File: config.mk
export PLATFORM = sky130hd
export DESIGN_NAME = dtype_seq_gen_n_flat
export DESIGN_NICKNAME = d
export VERILOG_FILES = /design/src/rtl/dtype_seq_gen_n_if.sv /design/src/rtl/dtype_seq_gen_n.sv /design/src/flat_wrapper.sv
export SDC_FILE = /design/constraint.sdc
export NUM_CORES = 1
export LEC_CHECK = 0
export ABC_CLOCK_PERIOD_IN_PS = 2900
export BUFFER_PORTS_ARGS = -buffer_cell sky130_fd_sc_hd__buf_2
export CAP_MARGIN = 20
export CORE_ASPECT_RATIO = 0.6
export CORE_MARGIN = 4
export CORE_UTILIZATION = 35
export DETAILED_ROUTE_END_ITERATION = 8
export PLACE_DENSITY_LB_ADDON = 0.08
export REMOVE_ABC_BUFFERS = 1
export SLEW_MARGIN = 40
export SYNTH_ARGS = -nofsm -noshare
export SYNTH_HDL_FRONTEND = slang
export SYNTH_SLANG_ARGS = --single-unit
export TNS_END_PERCENT = 50
File: constraint.sdc
create_clock -name clk -period 2.9 [get_ports clk]
set_clock_uncertainty 0.2 [all_clocks]
set_input_delay 0.58 -clock clk [delete_from_list [all_inputs] [get_ports clk]]
set_output_delay 0.58 -clock clk [all_outputs]
set_load 0.005 [all_outputs]
File: src/rtl/dtype_seq_gen_n_if.sv
// Control and result bus between the button-memory front end and the sequence generator.
// The master drives mode/run/step/load; the generator (slave) returns the sequence and status.
interface dtype_seq_gen_n_if #(
    parameter int WIDTH = 4
);
    logic [1:0]       mode;
    logic             run;
    logic             step;
    logic             load;
    logic [WIDTH-1:0] load_value;
    logic [WIDTH-1:0] result;
    logic             tick;
    logic             wrap;
    logic             running;

    modport master (
        output mode, run, step, load, load_value,
        input  result, tick, wrap, running
    );

    modport slave (
        input  mode, run, step, load, load_value,
        output result, tick, wrap, running
    );
endinterface

File: src/rtl/dtype_seq_gen_n.sv
// WIDTH-bit sequence generator (binary up/down, Johnson, Gray) advanced by a prescaled
// tick while running or by a single step while stopped; start value is loadable.
module dtype_seq_gen_n #(
    parameter int WIDTH = 4,
    parameter int DIV   = 25000000,
    parameter int DIV_W = 25
) (
    input  logic             clk,
    input  logic             reset,
    dtype_seq_gen_n_if.slave bus
);
    typedef enum logic {
        ST_STOPPED = 1'b0,
        ST_RUNNING = 1'b1
    } state_t;

    localparam logic [DIV_W-1:0] PRESC_LAST = DIV_W'(DIV - 1);
    localparam logic [DIV_W-1:0] PRESC_ONE  = DIV_W'(1);
    localparam logic [WIDTH-1:0] CNT_ONE    = WIDTH'(1);

    state_t             r_state;
    state_t             w_state_next;
    logic [DIV_W-1:0]   r_presc;
    logic [WIDTH-1:0]   r_cnt;
    logic [WIDTH-1:0]   r_result;
    logic               r_tick;
    logic               r_wrap;
    logic               w_tick_evt;
    logic               w_advance;
    logic [WIDTH-1:0]   w_cnt_next;
    logic [WIDTH-1:0]   w_johnson;
    logic [WIDTH-1:0]   w_gray;
    logic               w_wrap_next;

    always_ff @(posedge clk) begin
        if (reset) begin
            r_state <= ST_STOPPED;
        end else begin
            r_state <= w_state_next;
        end
    end

    // A tick in the same cycle run drops still advances; the stop takes effect afterwards.
    always_comb begin
        w_state_next = r_state;
        w_tick_evt   = 1'b0;
        w_advance    = 1'b0;
        case (r_state)
            ST_STOPPED: begin
                w_advance = bus.step;
                if (bus.run) begin
                    w_state_next = ST_RUNNING;
                end
            end
            ST_RUNNING: begin
                w_tick_evt = (r_presc == PRESC_LAST);
                w_advance  = w_tick_evt;
                if (!bus.run) begin
                    w_state_next = ST_STOPPED;
                end
            end
            default: w_state_next = ST_STOPPED;
        endcase
    end

    always_ff @(posedge clk) begin
        if (reset) begin
            r_presc <= '0;
        end else if (bus.load || r_state != ST_RUNNING || w_state_next != ST_RUNNING) begin
            r_presc <= '0;
        end else if (w_tick_evt) begin
            r_presc <= '0;
        end else begin
            r_presc <= r_presc + PRESC_ONE;
        end
    end

    assign w_johnson = {r_cnt[WIDTH-2:0], ~r_cnt[WIDTH-1]};

    always_comb begin
        w_cnt_next  = r_cnt;
        w_wrap_next = 1'b0;
        if (bus.load) begin
            w_cnt_next = bus.load_value;
        end else if (w_advance) begin
            case (bus.mode)
                2'b01: begin
                    w_cnt_next  = r_cnt - CNT_ONE;
                    w_wrap_next = ~|r_cnt;
                end
                2'b10: begin
                    w_cnt_next  = w_johnson;
                    w_wrap_next = ~|w_johnson;
                end
                default: begin
                    w_cnt_next  = r_cnt + CNT_ONE;
                    w_wrap_next = &r_cnt;
                end
            endcase
        end
    end

    // Gray output is recoded from the next count so a mode change shows up one cycle later.
    generate
        for (genvar gi = 0; gi < WIDTH - 1; gi++) begin : g_gray
            assign w_gray[gi] = w_cnt_next[gi] ^ w_cnt_next[gi+1];
        end
    endgenerate
    assign w_gray[WIDTH-1] = w_cnt_next[WIDTH-1];

    always_ff @(posedge clk) begin
        if (reset) begin
            r_cnt    <= '0;
            r_result <= '0;
            r_tick   <= 1'b0;
            r_wrap   <= 1'b0;
        end else begin
            r_cnt    <= w_cnt_next;
            r_result <= (bus.mode == 2'b11) ? w_gray : w_cnt_next;
            r_tick   <= w_tick_evt;
            r_wrap   <= w_wrap_next;
        end
    end

    assign bus.result  = r_result;
    assign bus.tick    = r_tick;
    assign bus.wrap    = r_wrap;
    assign bus.running = (r_state == ST_RUNNING);

endmodule

File: src/flat_wrapper.sv
// flat-port wrapper written by rule: the top's interface ports become plain ports
module dtype_seq_gen_n_flat 
#(
    parameter int WIDTH = 4,
    parameter int DIV   = 25000000,
    parameter int DIV_W = 25
)
  (clk, reset, bus_mode, bus_run, bus_step, bus_load, bus_load_value, bus_result, bus_tick, bus_wrap, bus_running);
  dtype_seq_gen_n_if #(.WIDTH(WIDTH)) bus_i ();
  input  logic clk;
  input  logic reset;
  input wire logic [$bits(bus_i.mode)-1:0] bus_mode;
  input wire logic [$bits(bus_i.run)-1:0] bus_run;
  input wire logic [$bits(bus_i.step)-1:0] bus_step;
  input wire logic [$bits(bus_i.load)-1:0] bus_load;
  input wire logic [$bits(bus_i.load_value)-1:0] bus_load_value;
  output wire logic [$bits(bus_i.result)-1:0] bus_result;
  output wire logic [$bits(bus_i.tick)-1:0] bus_tick;
  output wire logic [$bits(bus_i.wrap)-1:0] bus_wrap;
  output wire logic [$bits(bus_i.running)-1:0] bus_running;
  assign bus_i.mode = bus_mode;
  assign bus_i.run = bus_run;
  assign bus_i.step = bus_step;
  assign bus_i.load = bus_load;
  assign bus_i.load_value = bus_load_value;
  assign bus_result = bus_i.result;
  assign bus_tick = bus_i.tick;
  assign bus_wrap = bus_i.wrap;
  assign bus_running = bus_i.running;
  dtype_seq_gen_n #(.WIDTH(WIDTH), .DIV(DIV), .DIV_W(DIV_W)) u_core (.clk(clk), .reset(reset), .bus(bus_i));
endmodule
### Word level (Yosys, flattened, before mapping)

Cells that the tools add are included.

* register bits: 36
* input bits: 11
* word-level logic and storage cells: 37

* add/subtract/negate cells: 3
* equal/unequal tests: 4
* mux-type cells: 8
* bitwise operators: 7
* reduce and logical (&&, ||, !) cells: 9

Operators by type and width (count)
* 25-bit by 1-bit adder with 25-bit output, second input constant: 1
* 25-bit == test, second input constant: 1
* 4-bit 2-to-1 mux: 2
* 4-bit one-hot mux with 2 select lines: 1
* 4-bit OR reduction: 2
* 3-bit OR reduction: 2
* 4-bit by 1-bit adder with 4-bit output, second input constant: 1
* 2-bit == test, second input constant: 2
* 1-bit inverter: 4
* 1-bit one-hot mux with 2 select lines: 2
* 4-bit AND reduction: 1
* 4-bit by 1-bit subtractor with 4-bit output, second input constant: 1
* 3-bit 2-to-1 mux: 1
* 1-bit XOR: 3
* 2-bit by 1-bit == test with 1-bit output, second input constant: 1
* 1-bit zero test: 2
* 1-bit logical OR: 2
* 1-bit 2-to-1 mux: 2

### Longest topological paths before layout

* depth after elaboration: 6
* mapped depth: 9
* mapped depth without buffers: 9

### Worst setup path before layout

OpenSTA, ideal clock, no wires.

* path kind: input port to flip-flop
* from: in bus_mode[1]
* to: reg u_core.r_result[2], in the netlist u_core.bus.result[2]
* arrival time: 2.079 ns
* path slack: 0.501 ns
* stages: 8
* buffers on the path: 0
* cell sequence: inv_1 -> ha_1 -> xnor2_1 -> a211o_1 -> o221ai_1 -> o311ai_4 -> and2_1 -> mux2_2

* word-level cells in the longest chain between the ends: 6

Ends and longest elaborated chain
* start, declared: line flat_wrapper.sv:12 `input wire logic [$bits(bus_i.mode)-1:0] bus_mode;`
* 2-bit == test or 2-bit by 1-bit == test with 1-bit output (tied branches): line dtype_seq_gen_n.sv:86 `case (bus.mode)`
* 4-bit one-hot mux with 2 select lines: line dtype_seq_gen_n.sv:86
* 4-bit 2-to-1 mux: line dtype_seq_gen_n.sv:85 `end else if (w_advance) begin`
* 4-bit 2-to-1 mux: line dtype_seq_gen_n.sv:83 `if (bus.load) begin`
* 1-bit XOR: line dtype_seq_gen_n.sv:106 `assign w_gray[gi] = w_cnt_next[gi] ^ w_cnt_next[gi+1];`
* 3-bit 2-to-1 mux (*): line dtype_seq_gen_n.sv:119 `r_result <= (bus.mode == 2'b11) ? w_gray : w_cnt_next;`
* end signal, assigned: line dtype_seq_gen_n.sv:119
* end, declared: line dtype_seq_gen_n.sv:25 `logic [WIDTH-1:0] r_result;`

Every way passes the cells marked *; elsewhere a longest branch is shown, timed or not.
A chain may end at the register's enable or synchronous reset.

### Worst setup path after layout

* from: reg u_core.r_presc[1]
* to: reg u_core.r_result[0], in the netlist u_core.bus.result[0]

* word-level cells in the longest chain between the ends: 6

Ends and longest elaborated chain
* start, declared: line dtype_seq_gen_n.sv:23 `logic [DIV_W-1:0] r_presc;`
* start signal, assigned: line dtype_seq_gen_n.sv:74 `r_presc <= r_presc + PRESC_ONE;`
* 25-bit == test (*): line dtype_seq_gen_n.sv:56 `w_tick_evt = (r_presc == PRESC_LAST);`
* 1-bit one-hot mux with 2 select lines (*): line dtype_seq_gen_n.sv:48 `case (r_state)`
* 4-bit 2-to-1 mux (*): line dtype_seq_gen_n.sv:85
* 4-bit 2-to-1 mux (*): line dtype_seq_gen_n.sv:83
* 1-bit XOR: line dtype_seq_gen_n.sv:106
* 3-bit 2-to-1 mux (*): line dtype_seq_gen_n.sv:119

Marked as above.

==> parameters.txt <==
Parameter                              Value

Pwr
  Cell Int Power ... 756.6 µW
  Sw frac ... around 24%
  Total power divided by cell area ... roughly 460 nW/µm²
  Switching Power ... 245.3 µW
  Clk pwr share ... 38.6%
  Max rail drop VDD ... approximately 0.17 mV
  Leakage ... 0.0007615 µW
  Combinational group share of total power ... 11.1%
  Sequential cell fraction of total power ... 50.3%

Floorplanning
  Overall die width ... about 100 µm
  Initial core utilization ... ~37%
  Chip Height ... 65.34 µm
  Core Rows ... 20
  Die area ... between 6000 and 7000 µm²
  Area of the placeable core ... around 5200 µm²
  Io pins ... 18

Clock network
  Clock insertion delay at the later pin of the skew report ... ~0.28 ns
  Number of levels the H-tree was split into ... 2
  CTS Hold Bufs ... 0
  Number of clock sinks seen by CTS ... 35
  Total setup buffers inserted after CTS ... 0
  Cts bufs inserted ... 5
  Root buffer cell ... clkbuf_8
  Number of gates resized after cts ... 0
  TritonCTS clock tree ... yes
  Number of buffers between clock root and the deepest sink ... 2
  Post-CTS clock slew at the launch and capture registers of the worst setup and hold paths ... 0.07 ns

Synth
  Number of storage elements in the synthesis netlist ... 35
  Ys async rst share ... 0%
  Top FF cell, synth ... dfxtp_1
  Synth top area cells ... dfxtp_1 (37%), nor2_1 (7.0%), xnor2_1 (6.4%), xor2_1 (5.0%), ha_1 (3.9%)
  Most area-hungry cell type in the Yosys netlist ... dfxtp_1
  Mean area per synthesized cell ... 8.601 µm²
  Sequential cell area fraction in the yosys report ... 36.53%
  EDFF count, synth ... 0
  Gate count after technology mapping ... 223
  Total standard cell area after synthesis ... 1918 µm²
  Count of distinct cell types in the synthesized netlist ... 49
  Number of warnings reported in the yosys synthesis log ... 0
  Fraction of post-synthesis cell area in the top cell type by area ... between 30% and 40%

STA
  Setup-violating endpoint count in the final report ... 0
  Final Max Slew Viols ... 0
  Peak clock frequency supported by timing ... 0.3735 GHz
  Worst Hold Slack ... 0.3297 ns
  Sum of negative setup slack ... 0 ns
  Final period demand of the worst path ... roughly 2.7 ns
  Setup repair after global routing missed its margin ... no
  Final period util ... 92.33%
  Relative slew slack ... approximately 64%
  Count of endpoints failing hold in the final timing report ... 0
  Worst-Margin Slew ... 0.5412 ns

Global routing
  Residual overflow from global routing ... 0
  Number of global-route vias before repair ... 1346
  Wire length of the first global-routing pass ... 7.203 mm
  Maximum number of pins on one net before global-route repair ... 26
  GR Util All Layers ... 13.50%
  Number of antenna violations at the first check in global routing ... 0

Worst setup path
  Crit. End Element ... flip-flop
  Data arrival time at the worst-slack endpoint ... 2.65 ns
  Critical path peak fanout ... 5
  Element type at the critical path start ... flip-flop
  Required time of the critical path ... between 2 and 3 ns
  Category of the most critical setup path ... flip-flop to flip-flop

Route
  Overall via count from detail_route ... approximately 1500
  Count of nets left with antenna violations after detail routing ... 0
  Number of iterations in the first detailed-routing pass ... 4
  Vias per cell ... approximately 5.0
  Violation count after the first detailed-route iteration ... 95
  Detailed Route WL ... around 4.4 mm
  Remaining design rule violation count ... 0
  Wire per inst ... 14.26 µm

Job
  Max-cap violation count ... 0

Finish
  Post-route cell area ... ~2200 µm²
  Fraction of final layout cells with drive strength greater than 1 ... between 10% and 20%
  Most frequent cells in the layout ... nor2_1 (36), dfxtp_1 (35), buf_2 (17)
  Area growth from synthesis to final layout ... 13.18%
  Antenna diode count ... 0
  Number of fillers in the final layout ... 526
  Fin nets ... 258
  Commonest non-fill, non-tap cell in the layout ... nor2_1
  Number of cells in the finished layout apart from fillers ... 308

Placed design
  Placed inst area ... 2071 µm²
  Instance count after placement with tap cells included ... 300
  Last weighted congestion value of the routability-driven placer ... 0.8531
  Sum of net half-perimeters after detailed placement ... 3.321 mm
  # port buffers ... 17

Run status
  Status ... finished, final reports clean

Hold path
  Path category of the worst min-delay check ... flip-flop to flip-flop
## Yosys cell counts, types with 3 or more instances
master	instances
xor2_1	11
buf_2	3
nor4_1	5
ha_1	6
and3_1	4
xnor2_1	14
o31ai_1	3
and4_1	3
nand4_1	4
nand2_1	16
inv_1	10
dfxtp_1	35
o21ai_0	4
nor3_1	10
clkbuf_1	6
a21oi_1	4
nor2_1	36
nand3_1	11
## area by class of cell
class | count | area, µm² | area share [%]
multi-input combinational | 168 | 1135 | 52.28
sequential | 35 | 700.7 | 32.28
timing repair buffer | 21 | 115.1 | 5.303
clock buffer | 8 | 100.1 | 4.611
tap | 66 | 82.58 | 3.804
inverter | 10 | 37.54 | 1.729
## registers in the layout, summed over array words and instances (netlist names)
name / cells
u_core.bus.result: 4
u_core.bus.running: 1
u_core.bus.tick: 1
u_core.bus.wrap: 1
u_core.r_cnt: 3
u_core.r_presc: 25
## metal layers
metal / part of all wire [%] / GRT usage, % / wire length, µm / vias up
met5: 0 / 0 / 0 / -
met2: 31 / 15.07 / 1383 / 36
met4: 0.27 / 2.488 / 12 / 0
met3: 6.1 / 4.416 / 266 / 2
li1: - / - / - / 802
met1: 62 / 22.89 / 2730 / 685
## cell families (layout without fill, tap and decap cells)
kind of cell / count (synthesis) / after routing / share of synthesized area (%)
xor+xnor: 25 / 25 / 11.42
fa+ha+maj: 6 / 6 / 3.914
simple gates: 109 / 109 / 30.27
buf+inv: 20 / 39 / 4.305
flops: 35 / 35 / 36.53
mux: 5 / 5 / 3.131
compound gates: 23 / 23 / 10.44
## stage by stage
step / total power (µW) / util, % / setup slack [ns]
CTS: 1015 / 41.91 / 0.2907
finish: 1002 / 41.91 / 0.2223
floorplan: 583.6 / - / 0.5006
global placement: 625.3 / 39.98 / 0.1304
global route: 1053 / 41.91 / 0.1507
detailed placement: 623.2 / 39.98 / 0.1376
## path summary, 6_finish.rpt
kind,endpoint,start,slack (ns),depth (start not counted)
worst max-delay path,u_core.bus.result[0],u_core.r_presc[1],0.22,7
worst min-delay path,u_core.r_presc[0],u_core.r_presc[0],0.33,2
worst max register to register,u_core.bus.result[0],u_core.r_presc[1],0.22,7
worst min register to register,u_core.r_presc[0],u_core.r_presc[0],0.33,2
## power by group through the flow
stage / registers, µW / logic (µW) / clock network, µW
2_1_floorplan: 513 / 70.5 / 0
3_3_place_gp: 516 / 109 / 0
3_5_place_dp: 514 / 109 / 0
4_1_cts: 504 / 109 / 402
5_1_grt: 506 / 122 / 424
6_report: 504 / 111 / 387
## worst max-delay path, stage by stage, from the launching register on
cell and delay [ns]:
dfxtp_1 0.38, ha_1 0.24, nand2_1 0.16, or4_4 0.54, o21a_4 0.26, mux2i_2 0.19, nor2_1 0.27, mux2_4 0.33
(Power assumes the default switching activity.)
